===== src/rtl/score_display_pkg.sv =====
// Seven-segment constants, conversion FSM states and segment decoders
// shared by the score/timer/speed display block.
package score_display_pkg;

  localparam logic [6:0] SEG_BLANK = 7'h7F;
  localparam logic [6:0] SEG_DASH  = 7'h3F;
  localparam logic [6:0] SEG_DIGIT [0:9] = '{7'h40, 7'h79, 7'h24, 7'h30, 7'h19,
                                              7'h12, 7'h02, 7'h78, 7'h00, 7'h10};
  localparam int SCORE_MAX = 9999;

  typedef enum logic [1:0] {IDLE, CONV_SCORE, CONV_TIMER, LOAD} state_t;

  function automatic logic [6:0] seg_decode(input logic [3:0] d);
    if (d > 4'd9) return SEG_BLANK;
    return SEG_DIGIT[d];
  endfunction

  // Level 0/1/2 is shown as speed 1/2/3; the unused encoding shows a dash.
  function automatic logic [6:0] speed_seg(input logic [1:0] lvl);
    if (lvl == 2'd3) return SEG_DASH;
    return SEG_DIGIT[{2'b00, lvl} + 4'd1];
  endfunction

endpackage


===== src/rtl/bin2bcd_seq.sv =====
// Sequential shift-add-3 binary to BCD converter: one input bit per clock,
// W clocks per conversion after the start cycle loads the operand.
module bin2bcd_seq #(
  parameter int W      = 14,
  parameter int DIGITS = 4
) (
  input  logic                clk,
  input  logic                rst,
  input  logic                i_start,
  input  logic [W-1:0]        i_bin,
  output logic [4*DIGITS-1:0] o_bcd,
  output logic                o_busy,
  output logic                o_done
);
  localparam int BW = 4 * DIGITS;
  localparam int CW = $clog2(W + 1);

  logic [W-1:0]  r_bin;
  logic [BW-1:0] r_bcd;
  logic [BW-1:0] w_adj;
  logic [CW-1:0] r_cnt;
  logic          r_busy;

  always_comb begin
    w_adj = r_bcd;
    for (int d = 0; d < DIGITS; d++) begin
      if (r_bcd[4*d +: 4] > 4'd4) w_adj[4*d +: 4] = r_bcd[4*d +: 4] + 4'd3;
    end
  end

  always_ff @(posedge clk or posedge rst) begin
    if (rst) begin
      r_bin  <= '0;
      r_bcd  <= '0;
      r_cnt  <= '0;
      r_busy <= 1'b0;
    end else if (i_start) begin
      r_bin  <= i_bin;
      r_bcd  <= '0;
      r_cnt  <= CW'(W);
      r_busy <= 1'b1;
    end else if (r_busy) begin
      r_bcd <= BW'({w_adj, r_bin[W-1]});
      r_bin <= {r_bin[W-2:0], 1'b0};
      r_cnt <= r_cnt - 1'b1;
      if (r_cnt == CW'(1)) r_busy <= 1'b0;
    end
  end

  // Done flags the final shift so the consumer can act on the same edge.
  assign o_done = r_busy && (r_cnt == CW'(1));
  assign o_busy = r_busy;
  assign o_bcd  = r_bcd;

endmodule


===== src/rtl/score_timer_display.sv =====
// Snapshots score/timer, converts them to BCD and drives active-low
// seven-segment digits; blinks the score while game_over is high.
module score_timer_display
  import score_display_pkg::*;
#(
  parameter int CLK_HZ   = 50_000_000,
  parameter int BLINK_HZ = 2,
  parameter int SCORE_W  = 14,
  parameter int TIMER_W  = 6
) (
  input  logic               clk,
  input  logic               rst,
  input  logic [SCORE_W-1:0] i_score,
  input  logic [TIMER_W-1:0] i_timer,
  input  logic [1:0]         i_speed_level,
  input  logic               i_game_over,
  output logic [27:0]        o_hex_score,
  output logic [13:0]        o_hex_timer,
  output logic [6:0]         o_hex_speed,
  output logic               o_conv_busy
);
  localparam int HALF_RAW = CLK_HZ / (2 * BLINK_HZ);
  localparam int HALF     = (HALF_RAW < 1) ? 1 : HALF_RAW;
  localparam int BCW      = ($clog2(HALF) > 0) ? $clog2(HALF) : 1;

  state_t             r_state;
  logic [SCORE_W-1:0] r_score_snap;
  logic [TIMER_W-1:0] r_timer_snap;
  logic               r_snap_vld;
  logic               r_busy;
  logic [27:0]        r_hex_score;
  logic [13:0]        r_hex_timer;
  logic [1:0]         r_speed;
  logic               r_speed_vld;
  logic [BCW-1:0]     r_blink_cnt;
  logic               r_blink_on;

  logic [SCORE_W-1:0] w_score_clamp;
  logic               w_change;
  logic               w_latch;
  logic               w_timer_start;
  logic [15:0]        w_score_bcd;
  logic [7:0]         w_timer_bcd;
  logic               w_score_busy;
  logic               w_score_done;
  logic               w_timer_busy;
  logic               w_timer_done;

  assign w_score_clamp = (i_score > SCORE_W'(SCORE_MAX)) ? SCORE_W'(SCORE_MAX) : i_score;
  assign w_change      = !r_snap_vld || (i_score != r_score_snap) || (i_timer != r_timer_snap);
  assign w_latch       = (r_state == IDLE) && w_change && !w_score_busy && !w_timer_busy;
  assign w_timer_start = (r_state == CONV_SCORE) && w_score_done;

  bin2bcd_seq #(.W(SCORE_W), .DIGITS(4)) u_score_bcd (
    .clk     (clk),
    .rst     (rst),
    .i_start (w_latch),
    .i_bin   (w_score_clamp),
    .o_bcd   (w_score_bcd),
    .o_busy  (w_score_busy),
    .o_done  (w_score_done)
  );

  bin2bcd_seq #(.W(TIMER_W), .DIGITS(2)) u_timer_bcd (
    .clk     (clk),
    .rst     (rst),
    .i_start (w_timer_start),
    .i_bin   (r_timer_snap),
    .o_bcd   (w_timer_bcd),
    .o_busy  (w_timer_busy),
    .o_done  (w_timer_done)
  );

  always_ff @(posedge clk or posedge rst) begin
    if (rst) begin
      r_state      <= IDLE;
      r_score_snap <= '0;
      r_timer_snap <= '0;
      r_snap_vld   <= 1'b0;
      r_busy       <= 1'b0;
      r_hex_score  <= {4{SEG_BLANK}};
      r_hex_timer  <= {2{SEG_BLANK}};
    end else begin
      case (r_state)
        IDLE: begin
          if (w_latch) begin
            r_score_snap <= i_score;
            r_timer_snap <= i_timer;
            r_snap_vld   <= 1'b1;
            r_busy       <= 1'b1;
            r_state      <= CONV_SCORE;
          end
        end
        CONV_SCORE: if (w_score_done) r_state <= CONV_TIMER;
        CONV_TIMER: if (w_timer_done) r_state <= LOAD;
        LOAD: begin
          r_hex_score <= {seg_decode(w_score_bcd[15:12]), seg_decode(w_score_bcd[11:8]),
                          seg_decode(w_score_bcd[7:4]),   seg_decode(w_score_bcd[3:0])};
          r_hex_timer <= {seg_decode(w_timer_bcd[7:4]), seg_decode(w_timer_bcd[3:0])};
          r_busy      <= 1'b0;
          r_state     <= IDLE;
        end
        default: r_state <= IDLE;
      endcase
    end
  end

  always_ff @(posedge clk or posedge rst) begin
    if (rst) begin
      r_speed     <= 2'd0;
      r_speed_vld <= 1'b0;
    end else begin
      r_speed     <= i_speed_level;
      r_speed_vld <= 1'b1;
    end
  end

  // Counter idles at zero with the phase "on", so a rising game_over starts lit.
  always_ff @(posedge clk or posedge rst) begin
    if (rst) begin
      r_blink_cnt <= '0;
      r_blink_on  <= 1'b1;
    end else if (!i_game_over) begin
      r_blink_cnt <= '0;
      r_blink_on  <= 1'b1;
    end else if (r_blink_cnt == BCW'(HALF - 1)) begin
      r_blink_cnt <= '0;
      r_blink_on  <= !r_blink_on;
    end else begin
      r_blink_cnt <= r_blink_cnt + 1'b1;
    end
  end

  assign o_hex_score = r_blink_on ? r_hex_score : {4{SEG_BLANK}};
  assign o_hex_timer = r_hex_timer;
  assign o_hex_speed = r_speed_vld ? speed_seg(r_speed) : SEG_BLANK;
  assign o_conv_busy = r_busy;

endmodule

===== config.mk =====
export PLATFORM = sky130hd
export DESIGN_NAME = score_timer_display
export DESIGN_NICKNAME = d
export VERILOG_FILES = /design/src/rtl/score_display_pkg.sv /design/src/rtl/bin2bcd_seq.sv /design/src/rtl/score_timer_display.sv
export SDC_FILE = /design/constraint.sdc
export NUM_CORES = 1
export LEC_CHECK = 0
export CAP_MARGIN = 20
export CELL_PAD_IN_SITES_DETAIL_PLACEMENT = 1
export CELL_PAD_IN_SITES_GLOBAL_PLACEMENT = 1
export CORE_ASPECT_RATIO = 0.75
export CORE_MARGIN = 5
export CORE_UTILIZATION = 35
export DETAILED_ROUTE_END_ITERATION = 8
export GPL_TIMING_DRIVEN = 0
export HOLD_SLACK_MARGIN = 0.15
export PLACE_DENSITY = 0.79
export SLEW_MARGIN = 30
export SYNTH_ARGS = -nofsm -noshare
export SYNTH_HDL_FRONTEND = slang
export SYNTH_SLANG_ARGS = --single-unit

===== constraint.sdc =====
create_clock -name clk -period 4.35 [get_ports clk]
set_input_delay 0.6525 -clock clk [delete_from_list [all_inputs] [get_ports clk]]
set_output_delay 0.6525 -clock clk [all_outputs]
set_load 0.02 [all_outputs]

* After elaboration in Yosys (flattened, before gate mapping)
Memories as Yosys holds them, arrays and structs flattened.
Cells that the tools add are included.
** Storage, ports and cells
- Output and inout port bits :: 50
- Latch bits :: 0
- Memories :: 7
- ROM bits :: 784
- Bits in writable memories :: 0
- Register bits :: 147
- Word-level logic and storage cells :: 173
** Memories
- (name not given) :: words 16, bits a word 7, rd ports 1, clocked after Yosys merged registers in 0, wr ports 0, RTL line score_display_pkg.sv:21 : return SEG_DIGIT[{2'b00, lvl} + 4'd1];
- (name not given) :: words 16, bits a word 7, rd ports 1, clocked after Yosys merged registers in 0, wr ports 0, RTL line score_display_pkg.sv:15 : return SEG_DIGIT[d];
- (name not given) :: words 16, bits a word 7, rd ports 1, clocked after Yosys merged registers in 0, wr ports 0, RTL line score_display_pkg.sv:15
- (name not given) :: words 16, bits a word 7, rd ports 1, clocked after Yosys merged registers in 0, wr ports 0, RTL line score_display_pkg.sv:15
- (name not given) :: words 16, bits a word 7, rd ports 1, clocked after Yosys merged registers in 0, wr ports 0, RTL line score_display_pkg.sv:15
- (name not given) :: words 16, bits a word 7, rd ports 1, clocked after Yosys merged registers in 0, wr ports 0, RTL line score_display_pkg.sv:15
- +1 memories
** Cells by class
- Add/subtract/negate cells :: 10
- Div/mod/pow operators :: 0
- Shift operators :: 0
- Reduce and logical (&&, ||, !) cells :: 19
- Multiplexer cells :: 78
- Equal/unequal tests :: 13
- $mul :: 0
- Bitwise logic cells :: 7
- $lt $le $gt $ge :: 20
** Operators by type and width (count)
- two-way mux 7 bit :: 29
- two-way mux 24 bit :: 2
- two-way mux 14 bit :: 3
- >= comparator 5 bit (second input constant) :: 7
- two-way mux 16 bit :: 2
- NOT 4 -> 5 bit :: 6
- two-way mux 28 bit :: 1
- adder 24 x 1 -> 24 bit (second input constant) :: 1
- equality test 24 bit (second input constant) :: 1
- > comparator 4 x 3 -> 1 bit (second input constant) :: 6
- > comparator 4 bit (second input constant) :: 6
- two-way mux 4 bit :: 6
- two-way mux 1 bit :: 22
- adder 4 x 2 -> 4 bit (second input constant) :: 4
- two-way mux 8 bit :: 2
- > comparator 14 bit (second input constant) :: 1
- inequality test 14 bit :: 1
- two-way mux 3 bit :: 4
- two-way mux 6 bit :: 2
- one-hot mux 2 bit (4 select lines) :: 1
- adder 3 x 2 -> 3 bit (second input constant) :: 2
- equality test 2 bit (second input constant) :: 3
- logical AND 1 bit :: 6
- two-way mux 2 bit :: 3
- 17 further kinds :: 26

* Longest topological paths before layout
Gate-level depths: netlist (run 1).
- Depth in word-level cells :: 8
- Depth in mapped cells :: 8
- Gate-level depth less buffers :: 7

* Hierarchy
From an unflattened synthesis (run 1), not the netlist that was laid out.
** Second synthesis, totals
- Cell total of the unflattened synthesis :: 885
- Area total of the unflattened synthesis :: 8481.9 um^2
** By module, submodules not included
- score_timer_display :: seq. area each 2406.1 um^2, area each 5565.3 um^2, cells an instance 584, instances 1
- bin2bcd_seq at u_score_bcd :: seq. area each 875.8 um^2, area each 1923.1 um^2, cells an instance 200, instances 1
- bin2bcd_seq at u_timer_bcd :: seq. area each 450.4 um^2, area each 993.5 um^2, cells an instance 101, instances 1

* Worst setup path after synthesis (run 1)
OpenSTA, ideal clock, no wires.
- Path kind :: input to register
- Start :: in i_score[7]
- End :: reg u_score_bcd.r_bin[4]
- Required time :: 4.271 ns
- Cell stages on the path :: 7
- Buffers on the path :: 2
- Setup slack :: 2.142 ns
- Arrival :: 2.128 ns
- Library setup time :: 0.079 ns
- Cell sequence :: xnor2_1 -> nand4_1 -> or4_1 -> buf_2 -> o21ai_4 -> buf_6 -> mux2i_1
** On the way
- Word-level cells in the longest chain between the ends :: 7
- Elaborated cells on any way between the ends :: 10
- Those cells by class :: order compare (1); eq/ne (1); mux (2); reduce/logical (6)
** RTL lines
- from (decl) :: RTL line score_timer_display.sv:13 : input logic [SCORE_W-1:0] i_score,
- parallel branches: the longest is 7 deep, another holds > comparator 14 bit
- to (signal assigned) :: RTL line bin2bcd_seq.sv:38 : r_bin <= i_bin;
- to (signal assigned) :: RTL line bin2bcd_seq.sv:44 : r_bin <= {r_bin[W-2:0], 1'b0};
- to (decl) :: RTL line bin2bcd_seq.sv:18 : logic [W-1:0] r_bin;
Several ways; the timed one is not identified.
A chain may end at the register's enable or synchronous reset.

* Worst setup path after layout (run 1)
- Start :: reg r_blink_on
- End :: out o_hex_score[9]
** On the way
- Word-level cells in the longest chain between the ends :: 1
** RTL lines
- from (decl) :: RTL line score_timer_display.sv:36 : logic r_blink_on;
- from (signal assigned) :: RTL line score_timer_display.sv:128 : r_blink_on <= !r_blink_on;
- two-way mux 28 bit :: RTL line score_timer_display.sv:134 : assign o_hex_score = r_blink_on ? r_hex_score : {4{SEG_BLANK}};
- to (decl) :: RTL line score_timer_display.sv:17 : output logic [27:0] o_hex_score,
Every way passes these cells.

==> results.md, run 1 <==
* Run status: finished clean
* Syn nets at 885
* Die span in y at 140 µm
* Tcrit/Tclk final at 70.5%
* Clk_lat worst skew at 0.44 ns
* CTS buffer count at 17
* Total track usage at 17.0%
* Area of the multi-input gates at 3800 µm²
* Post-synth EDFFs at 0
* Critical Path RT at 3.70 ns
* CP max FO at 10
* Synthesis-to-layout area growth at 23.8%
* FFs w/ async S/R, synth at 100%
* Main synth FF type: dfrtp_1
* Via-per-instance ratio at 5.13
* Count of mapped cells out of synthesis at 822
* Final setup fails at 0
* Arr. time, crit path at 2.41 ns
* Clock sinks at 147
* Avg Inst Size Synth at 9.58 µm²
* Worst slew margin at 47.8%
* Final hold viol count at 0
* 1st-iter DRT viols at 343
* Clock period minus worst slack at 3.07 ns
* Share of layout cells above drive strength 1 at 11.5%
* Core Region at 22100 µm²
* RSZ-0062 raised after global routing: false
* Pwr dens at 565 nW/µm²
* Initial Utilization at 35.6%
* Internal power at 0.00361 W
* Wire per inst at 17.0 µm
* Sw Share at 34.4%
* Drt first pass iters at 4
* Maximum vdd drop at 257 µV
* Leak at 4.21 nW
* Worst-margin pin slew at 0.777 ns
* Setup CP Type: register to primary output
* Placer Congestion at 0.807
* Filler Cell Count at 2532
* Via Count at 6294
* Post-DP HPWL at 15000 µm
* Dpl cells at 1196
* CTS Hold Bufs at 0
* Root Buffer Master: clkbuf_16
* Antenna diodes at 0
* Post-CTS setup buffer count at 0
* Logic pwr share at 36.6%
* H-tree levels at 4
* Clock share of power at 28.0%
* Worst Hold Class: register to register
* PortBufs at 74
* CTS tree: built
* Worst Skew at 0.00907 ns
* Synth Cell Area at 7880 µm²
* # rows at 47
* Fmax at 0.326 GHz
* Setup_tns at 0 ns
* Final Max Slew Viols at 0
* I/O pin count at 75
* Area leader, netlist: dfrtp_1
* Clk buf depth at 2
* Non-filler cells, final at 1228
* Initial antenna violation count at 0
* Clock transition at the registers of the reported paths at 0.06 ns
* Flop pwr share at 35.4%
* First-pass GRT wire length at 35500 µm
* Startpoint types: register
* Commonest cells in the synthesized netlist: 118 x nor2_1, 104 x dfrtp_1, 60 x a21oi_1
* Most common cell in the netlist: nor2_1
* Flops & latches, synth at 147
* Die Width at 183 µm
* Syn. warnings at 0
* Largest net degree at the start of global routing at 30
* Storage cell area at 3730 µm²
* Antenna Nets Post-Route at 0
* Post-layout net count at 984
* Top post-synthesis cells by area: dfrtp_1 33%, dfstp_2 14%, ha_1 6.0%
* DRC violations left at 0
* Final wirelength at 20900 µm
* Vias in the first global route at 6754
* Max cap viols at 0
* Sw power at 0.00189 W
* CTS resizes at 0
* Share of the synthesized area in the top cell type at 33.0%
* Crit. End Element: primary output
* Die Area at 25600 µm²
* Post-synth cell types at 56
* Seq/Total Area, Yosys at 47.4%
* Residual overflow from global routing at 0
[critical path, stage by stage, from the launching register on]
cell             delay (ns)
dfstp_2                0.52
clkbuf_1               0.43
clkbuf_1               0.36
nand2b_1               0.11
clkdlybuf4s50_1        0.55
[logic make-up (layout without fill, tap and decap cells)]
| kind of cell | count (synthesis) | after routing | share of synthesized area (%) |
|---|---|---|---|
| AOI/OAI and AO/OA | 170 | 170 | 14.0 |
| xor gates and xnor gates | 54 | 54 | 6.01 |
| adders and majority gates | 38 | 38 | 6.04 |
| buffers and inverters | 90 | 202 | 4.51 |
| DFF | 147 | 147 | 47.4 |
| muxes | 38 | 38 | 5.12 |
| other | 1 | 1 | 0.0476 |
| and+or+nand+nor | 284 | 284 | 16.9 |
[layout by cell type (no fill, tap or decap), types with 21 or more instances in the layout]
cell             count
nor2_1             118
dfrtp_1            104
clkdlybuf4s50_1     74
a21oi_1             60
nand2_1             56
inv_1               45
dfstp_2             43
clkbuf_1            38
ha_1                38
xnor2_1             35
nand2b_1            34
o21ai_0             29
nand3_1             21
[through the flow]
step | utilization [%] | hold slack, ns | total power (W) | worst slack (ns) | area [µm²]
after CTS | 44.1 | 0.482 | 0.00556 | 1.22 | 9740
final | 44.1 | 0.488 | 0.00551 | 1.28 | 9750
after global routing | 44.1 | 0.506 | 0.00586 | 1.09 | 9750
after global placement | 40.6 | 0.449 | 0.00388 | 0.465 | 8990
after detailed placement | 41.3 | 0.456 | 0.00397 | 1.30 | 9130
after floorplan | - | 0.435 | 0.00323 | 1.89 | 7880
[power groups by stage]
stage	sequential [W]	clock, W	combinational (W)
final	0.00195	0.00154	0.00201
after global routing	0.00199	0.00165	0.00222
after CTS	0.00195	0.00158	0.00203
after detailed placement	0.00197	0	0.00200
after global placement	0.00196	0	0.00193
after floorplan	0.00198	0	0.00124
[worst paths after layout]
path / from / end / slack, ns / cells past startpoint
max in group asynchronous: rst / r_score_snap[0] / 2.84 / 6
worst min register to register: r_snap_vld / r_snap_vld / 0.49 / 1
worst min-delay path: r_snap_vld / r_snap_vld / 0.49 / 1
worst max register to register: u_score_bcd.o_busy / u_timer_bcd.r_bin[0] / 1.93 / 6
min in group asynchronous: rst / u_timer_bcd.o_bcd[5] / 0.51 / 2
worst max-delay path: r_blink_on / o_hex_score[9] / 1.28 / 4
[registers in the layout (all words and copies together), names as in the netlist, 3 cells and up]
signal,flops
r_blink_cnt,24
u_timer_bcd.r_cnt,3
r_timer_snap,6
u_score_bcd.o_bcd,16
u_timer_bcd.o_bcd,8
o_hex_timer,14
u_timer_bcd.r_bin,6
u_score_bcd.r_cnt,4
r_hex_score,28
r_score_snap,14
u_score_bcd.r_bin,14
[area by class of cell]
| class | count | area share, % |
|---|---|---|
| multi-input cells | 585 | 39.0 |
| flip-flops and latches | 147 | 38.3 |
| repair buffers | 80 | 8.98 |
| clock buffers | 23 | 5.01 |
| well taps | 294 | 3.77 |
| plain buffers | 44 | 1.87 |
| inverters | 46 | 1.81 |
| clock inverters | 9 | 1.30 |
[metal layers]
metal	vias up	GRT usage (%)	wire [µm]
met4	0	4.27	253
met3	19	3.94	788
met2	92	26.7	9510
met5	-	0	0
li1	3015	-	-
met1	3168	23.9	10300
No activity file was read; power rests on OpenSTA's default activity.
==> run 2, diff against run 1 <==
PLACE_DENSITY = 0.76   (was 0.79)
clock period = 3 ns   (was 4.35 ns; I/O delays follow)
==> run 2 against run 1 <==
  * Flip-flop and latch count unchanged
  * Clock skew about the same
  * Power increased by 42%
  * Largest cell class unchanged
  * Highest routed layer unchanged
==> results.md, run 2 (synthesis gave the netlist of run 1 again) <==
* Via-per-instance ratio at 5.07 (-1.1%)
* Setup CP Type: register to primary output
* Synthesis-to-layout area growth at 22.7%
* Maximum vdd drop at 337 µV (+31%)
* Initial Utilization at 35.6% (unchanged)
* Met1 Resource Use GR at 24.1% (+0.18 points)
* Startpoint types: register
* Run status: finished clean
* Post-DP HPWL at 15000 µm (+0.15%)
* 1st-iter DRT viols at 330 (-3.8%)
* Tcrit/Tclk final at 91.9%
* Final setup fails at 0 (unchanged)
* Wire per inst at 16.7 µm (-2.0%)
* CTS tree: built
* Final hold viol count at 0 (unchanged)
* DRC violations left at 0 (unchanged)
* M2 GR Usage at 25.5% (-1.2 points)
* RR Endpoint: r_timer_snap[1]
* GRT busiest layer: met2
* First-pass GRT wire length at 34500 µm (-2.9%)
* Total track usage at 16.5% (-0.56 points)
* Worst-margin pin slew at 0.951 ns (+0.174 ns)
* Post-route core utilization at 43.7% (-0.38 points)
* Post-layout net count at 982 (-0.20%)
* PortBufs at 74 (unchanged)
* Pwr dens at 811 nW/µm² (+43%)
* Critical Path RT at 2.55 ns (-1.15 ns)
* Arr. time, crit path at 2.31 ns (-0.10 ns)
* Top reg by flops: r_hex_score
* Cell count of the worst reg-to-reg path at 6 (unchanged)
* Leak at 4.17 nW (-0.88%)
* Clk_lat worst skew at 0.42 ns (-0.02 ns)
* Die span in y at 140 µm (unchanged)
* Worst Hold Class: input port to asynchronous set/reset pin
* Most frequent cells in the layout: 118 x nor2_1, 104 x dfrtp_1, 74 x clkdlybuf4s50_1, 60 x a21oi_1, 56 x nand2_1
* # rows at 47 (unchanged)
* Largest net degree at the start of global routing at 28 (-6.7%)
* Vias in the first global route at 6529 (-3.3%)
* Non-filler cells, final at 1226 (-0.16%)
* RSZ-0062 raised after global routing: false
* Commonest non-fill, non-tap cell in the layout: nor2_1
* Die Width at 183 µm (unchanged)
* Clock period minus worst slack at 2.76 ns
* Core Region at 22100 µm² (unchanged)
* CTS buffer count at 17 (unchanged)
* Max reg flops at 28 (unchanged)
* Max cap viols at 0 (unchanged)
* Drt first pass iters at 4 (unchanged)
* Die Area at 25600 µm² (unchanged)
* Crit. End Element: primary output
* Worst slew margin at 36.1% (-12 points)
* Clock transition at the registers of the reported paths at 0.06 ns (about the same)
* Final wirelength at 20400 µm (-2.1%)
* Fmax at 0.363 GHz
* Dpl cells at 1195 (-0.084%)
* Clk buf depth at 2 (unchanged)
* Worst Skew at 0.00926 ns (+0.000187 ns)
* Reg2reg start: r_state[0]
* CTS resizes at 0 (unchanged)
* Initial antenna violation count at 0 (unchanged)
* Antenna Nets Post-Route at 0 (unchanged)
* CP max FO at 11 (+1)
* Met3 Track Usage GR at 3.21% (-0.73 points)
* Placer Congestion at 0.782 (-3.1%)
* Share of layout cells above drive strength 1 at 11.2% (-0.30 points)
* Final Max Slew Viols at 0 (unchanged)
* H-tree levels at 4 (unchanged)
* Antenna diodes at 0 (unchanged)
* I/O pin count at 75 (unchanged)
* Residual overflow from global routing at 0 (unchanged)
* Clock sinks at 147 (unchanged)
* Root Buffer Master: clkbuf_16
* FF-to-FF setup slack at 0.62 ns (-1.31 ns)
* Via Count at 6214 (-1.3%)
==> run 2: changes by cell type in the layout (fill, tap and decap cells not counted) <==
cell,delta
nor3_1,+1
nor3_2,-1
clkinv_2,+1
buf_12,+1
clkbuf_1,+1
clkinv_1,-1
clkbuf_8,-2
clkinv_4,+1
bufinv_16,-1
buf_16,-2
==> run 2: cell type report <==
cell class / count / area [µm²]
fillers: 2542 / 12400
multi-input cells: 585 / 3790
flip-flops and latches: 147 / 3730
repair buffers: 79 / 841
clock buffers: 23 / 468
well taps: 294 / 368
plain buffers: 43 / 179
inverters: 46 / 176
clock inverters: 9 / 106
==> run 2: layer usage <==
layer  wire length [µm]  share of wire, %  vias to the layer above
li1                   -                 -                     3018
met1              10300                50                     3097
met2               9190                45                       87
met3                773               3.8                       12
met4                149              0.73                        0
met5                  0                 0                        -
==> run 2: how the worst max path moves through the flow <==
| stage | from | end | depth (start not counted) |
|---|---|---|---|
| finish | r_blink_on | o_hex_score[23] | 3 |
| global route | r_blink_on | o_hex_score[23] | 3 |
| CTS | r_blink_on | o_hex_score[11] | 4 |
| detailed placement | i_score[7] | u_score_bcd.o_bcd[12] | 8 |
| global placement | rst | r_score_snap[10] | 2 |
| floorplan | rst | o_conv_busy | 1 |
==> run 2: power by group <==
part	total [W]	leakage [nW]	switching (W)	internal (W)
Clock	0.00211	0.273	0.000844	0.00127
Sequential	0.00282	1.78	0.000264	0.00256
Combinational	0.00290	2.12	0.00161	0.00129
Total	0.00783	4.17	0.00272	0.00511
==> run 2: repair_timing <==
item	CTS	global route
buffers inserted	0	0
hold endpoints to repair	0	0
hold buffers	0	0
endpoints found under the setup margin	0	5
==> run 2: worst max-delay path, cell delays in order, from the launching register on <==
cell	delay, ns
dfstp_2	0.68
clkbuf_1	0.44
nand2b_1	0.19
clkdlybuf4s50_1	0.58
==> run 2: through the flow <==
| step | hold WS (ns) | power, W | setup TNS, ns | setup slack [ns] | instance area, µm² |
|---|---|---|---|---|---|
| 6_report | 0.446 | 0.00783 | 0 | 0.243 | 9660 |
| 5_1_grt | 0.462 | 0.00834 | 0 | 0.135 | 9660 |
| 4_1_cts | 0.434 | 0.00793 | 0 | 0.0870 | 9670 |
| 3_5_place_dp | 0.457 | 0.00576 | 0 | 0.0973 | 9090 |
| 3_3_place_gp | 0.448 | 0.00564 | -71.39 | -0.692 | 8990 |
| 2_1_floorplan | 0.435 | 0.00468 | 0 | 0.738 | 7880 |
==> run 3, diff against run 2 <==
CAP_MARGIN = 30   (was 20)
CORE_MARGIN = default   (was 5)
HOLD_SLACK_MARGIN = 0.06   (was 0.15)
==> run 3 against run 2 <==
  * Worst hold slack worse by 0.043 ns
  * Cell area grew 0.91%
  * Clock power up 8%
  * Setup slack got worse by 0.034 ns
  * Utilization grew 0.51 points
  * Register-to-register slack better by 0.02 ns
  * Critical path type unchanged
  * Largest power group unchanged
  * Highest routed layer unchanged
==> results.md, run 3 (synthesis gave the netlist of run 1 again) <==
* Run status: finished clean
* Share of layout cells above drive strength 1 at 11.8% (+0.63 points)
* Cell count of the worst reg-to-reg path at 6 (unchanged)
* Maximum vdd drop at 481 µV (+43%)
* Initial antenna violation count at 0 (unchanged)
* Arr. time, crit path at 2.34 ns (+0.03 ns)
* Clock sinks at 147 (unchanged)
* Final wirelength at 20400 µm (about the same)
* Final setup fails at 0 (unchanged)
* Total track usage at 18.7% (+2.2 points)
* Die Area at 23100 µm² (-9.8%)
* Worst-margin pin slew at 0.707 ns (-0.244 ns)
* CTS tree: built
* Setup_tns at 0 ns (unchanged)
* Worst Skew at 0.00852 ns (-0.000733 ns)
* Clock share of power at 28.4% (+1.5 points)
* Tcrit/Tclk final at 93.0% (+1.1 points)
* Final hold viol count at 0 (unchanged)
* Pwr dens at 820 nW/µm² (+1.1%)
* Sw power at 0.00278 W (+2.3%)
* Most frequent cells in the layout: 118 x nor2_1, 104 x dfrtp_1, 74 x clkdlybuf4s50_1, 60 x a21oi_1, 56 x nand2_1
* Drt first pass iters at 4 (unchanged)
* CTS buffer count at 17 (unchanged)
* Max incr delay on CP at 0.68 ns (about the same)
* Top reg by flops: r_hex_score
* CP max FO at 11 (unchanged)
* Setup crit start: r_blink_on
* Leak at 4.22 nW (+1.2%)
* DRC violations left at 0 (unchanged)
* H-tree levels at 4 (unchanged)
* First-pass GRT wire length at 34300 µm (-0.46%)
* Via-per-instance ratio at 5.12 (+0.98%)
* Logic pwr share at 36.3% (-0.7 points)
* Crit. End Element: primary output
* Largest net degree at the start of global routing at 30 (+7.1%)
* Setup CP Type: register to primary output
* Die span in y at 132 µm (-5.7%)
* Worst Hold Class: input port to asynchronous set/reset pin
* Max cap viols at 0 (unchanged)
* Fmax at 0.358 GHz (-1.2%)
* Sw Share at 34.8% (+0.095 points)
* Post-DP HPWL at 14500 µm (-3.3%)
* Vias in the first global route at 6560 (+0.47%)
* Placer Congestion at 0.813 (+3.9%)
* Commonest non-fill, non-tap cell in the layout: nor2_1
* RSZ-0062 raised after global routing: false
* Max reg flops at 28 (unchanged)
* Reg2reg start: r_state[0]
* Die Width at 175 µm (-4.4%)
* Core Region at 22100 µm² (-0.27%)
* Internal power at 0.00521 W (+1.9%)
* Synthesis-to-layout area growth at 23.8%
* PortBufs at 74 (unchanged)
* Clock transition at the registers of the reported paths at 0.07 ns (about the same)
* Critical Path RT at 2.55 ns (about the same)
* Crit path cell chain: clkbuf_1 -> nand2b_1 -> clkdlybuf4s50_1
* Filler Cell Count at 2519 (-0.90%)
* 1st-iter DRT viols at 376 (+14%)
* Initial Utilization at 35.7% (+0.095 points)
* I/O pin count at 75 (unchanged)
* Wire per inst at 16.6 µm (-0.13%)
* Via Count at 6280 (+1.1%)
* Overall power at 0.00800 W (+2.1%)
* Flop pwr share at 35.3% (-0.7 points)
* Clk_lat worst skew at 0.43 ns (about the same)
* Startpoint types: register
* Antenna Nets Post-Route at 0 (unchanged)
* Antenna diodes at 0 (unchanged)
* Worst slew margin at 52.2% (+16 points)
* Clk buf depth at 2 (unchanged)
* Clock period minus worst slack at 2.79 ns (+0.0340 ns)
* # rows at 47 (unchanged)
* Post-layout net count at 983 (+0.10%)
* Slowest stage cell, crit path: dfstp_2
* Residual overflow from global routing at 0 (unchanged)
* Final Max Slew Viols at 0 (unchanged)
* Root Buffer Master: clkbuf_16
==> run 3: stage by stage <==
stage	cells	utilization [%]	area, µm²	hold slack, ns	setup WS [ns]
floorplan	822	-	7880	0.435	0.738
global placement	1190	40.8	8990	0.451	-0.704
detailed placement	1196	41.4	9120	0.483	0.0345
CTS	1228	44.2	9750	0.392	0.0990
global route	1227	44.2	9750	0.404	0.0807
finish	1227	44.2	9750	0.403	0.209
==> run 3: area by class of cell <==
class / instances / area, µm² / share of cell area (%)
Clock inverter: 12 / 140 / 1.44
Tap cell: 294 / 368 / 3.77
Sequential cell: 147 / 3730 / 38.3
Inverter: 46 / 176 / 1.81
Multi-Input combinational cell: 585 / 3800 / 39.0
Clock buffer: 20 / 489 / 5.02
Buffer: 43 / 179 / 1.83
Timing Repair Buffer: 80 / 868 / 8.90
==> run 3: path summary, 6_finish.rpt <==
| path | end | slack [ns] |
|---|---|---|
| hold / removal | u_score_bcd.o_bcd[3] | 0.40 |
| hold reg to reg | r_hex_score[14] | 0.49 |
| setup / recovery | o_hex_score[26] | 0.21 |
| min in group clk | r_speed[1] | 0.46 |
| max in group asynchronous | r_score_snap[6] | 1.77 |
| setup reg to reg | r_timer_snap[5] | 0.64 |
==> run 3: power by group through the flow <==
stage	Combinational (W)	Clock [W]	Sequential [W]
finish	0.00290	0.00227	0.00282
global route	0.00319	0.00241	0.00288
CTS	0.00292	0.00233	0.00283
detailed placement	0.00288	0	0.00286
global placement	0.00278	0	0.00285
floorplan	0.00180	0	0.00287
==> run 3: routing by layer <==
metal | global-route usage (%) | share of wire, %
met3 | 3.81 | 3.6
met4 | 5.22 | 1.2
met5 | 0 | 0
met1 | 26.3 | 50
met2 | 29.0 | 45
==> run 3: timing repair <==
item,4_1_cts,5_1_grt
gates resized for setup,0,0
hold buffers,0,0
setup buffers,0,0
endpoints found under the setup margin,0,10
==> run 3: critical path, delay by kind of cell (launching register included) <==
family	cells	cell delay, ns
simple gates	1	0.21
flops	1	0.68
buf+inv	2	1.01
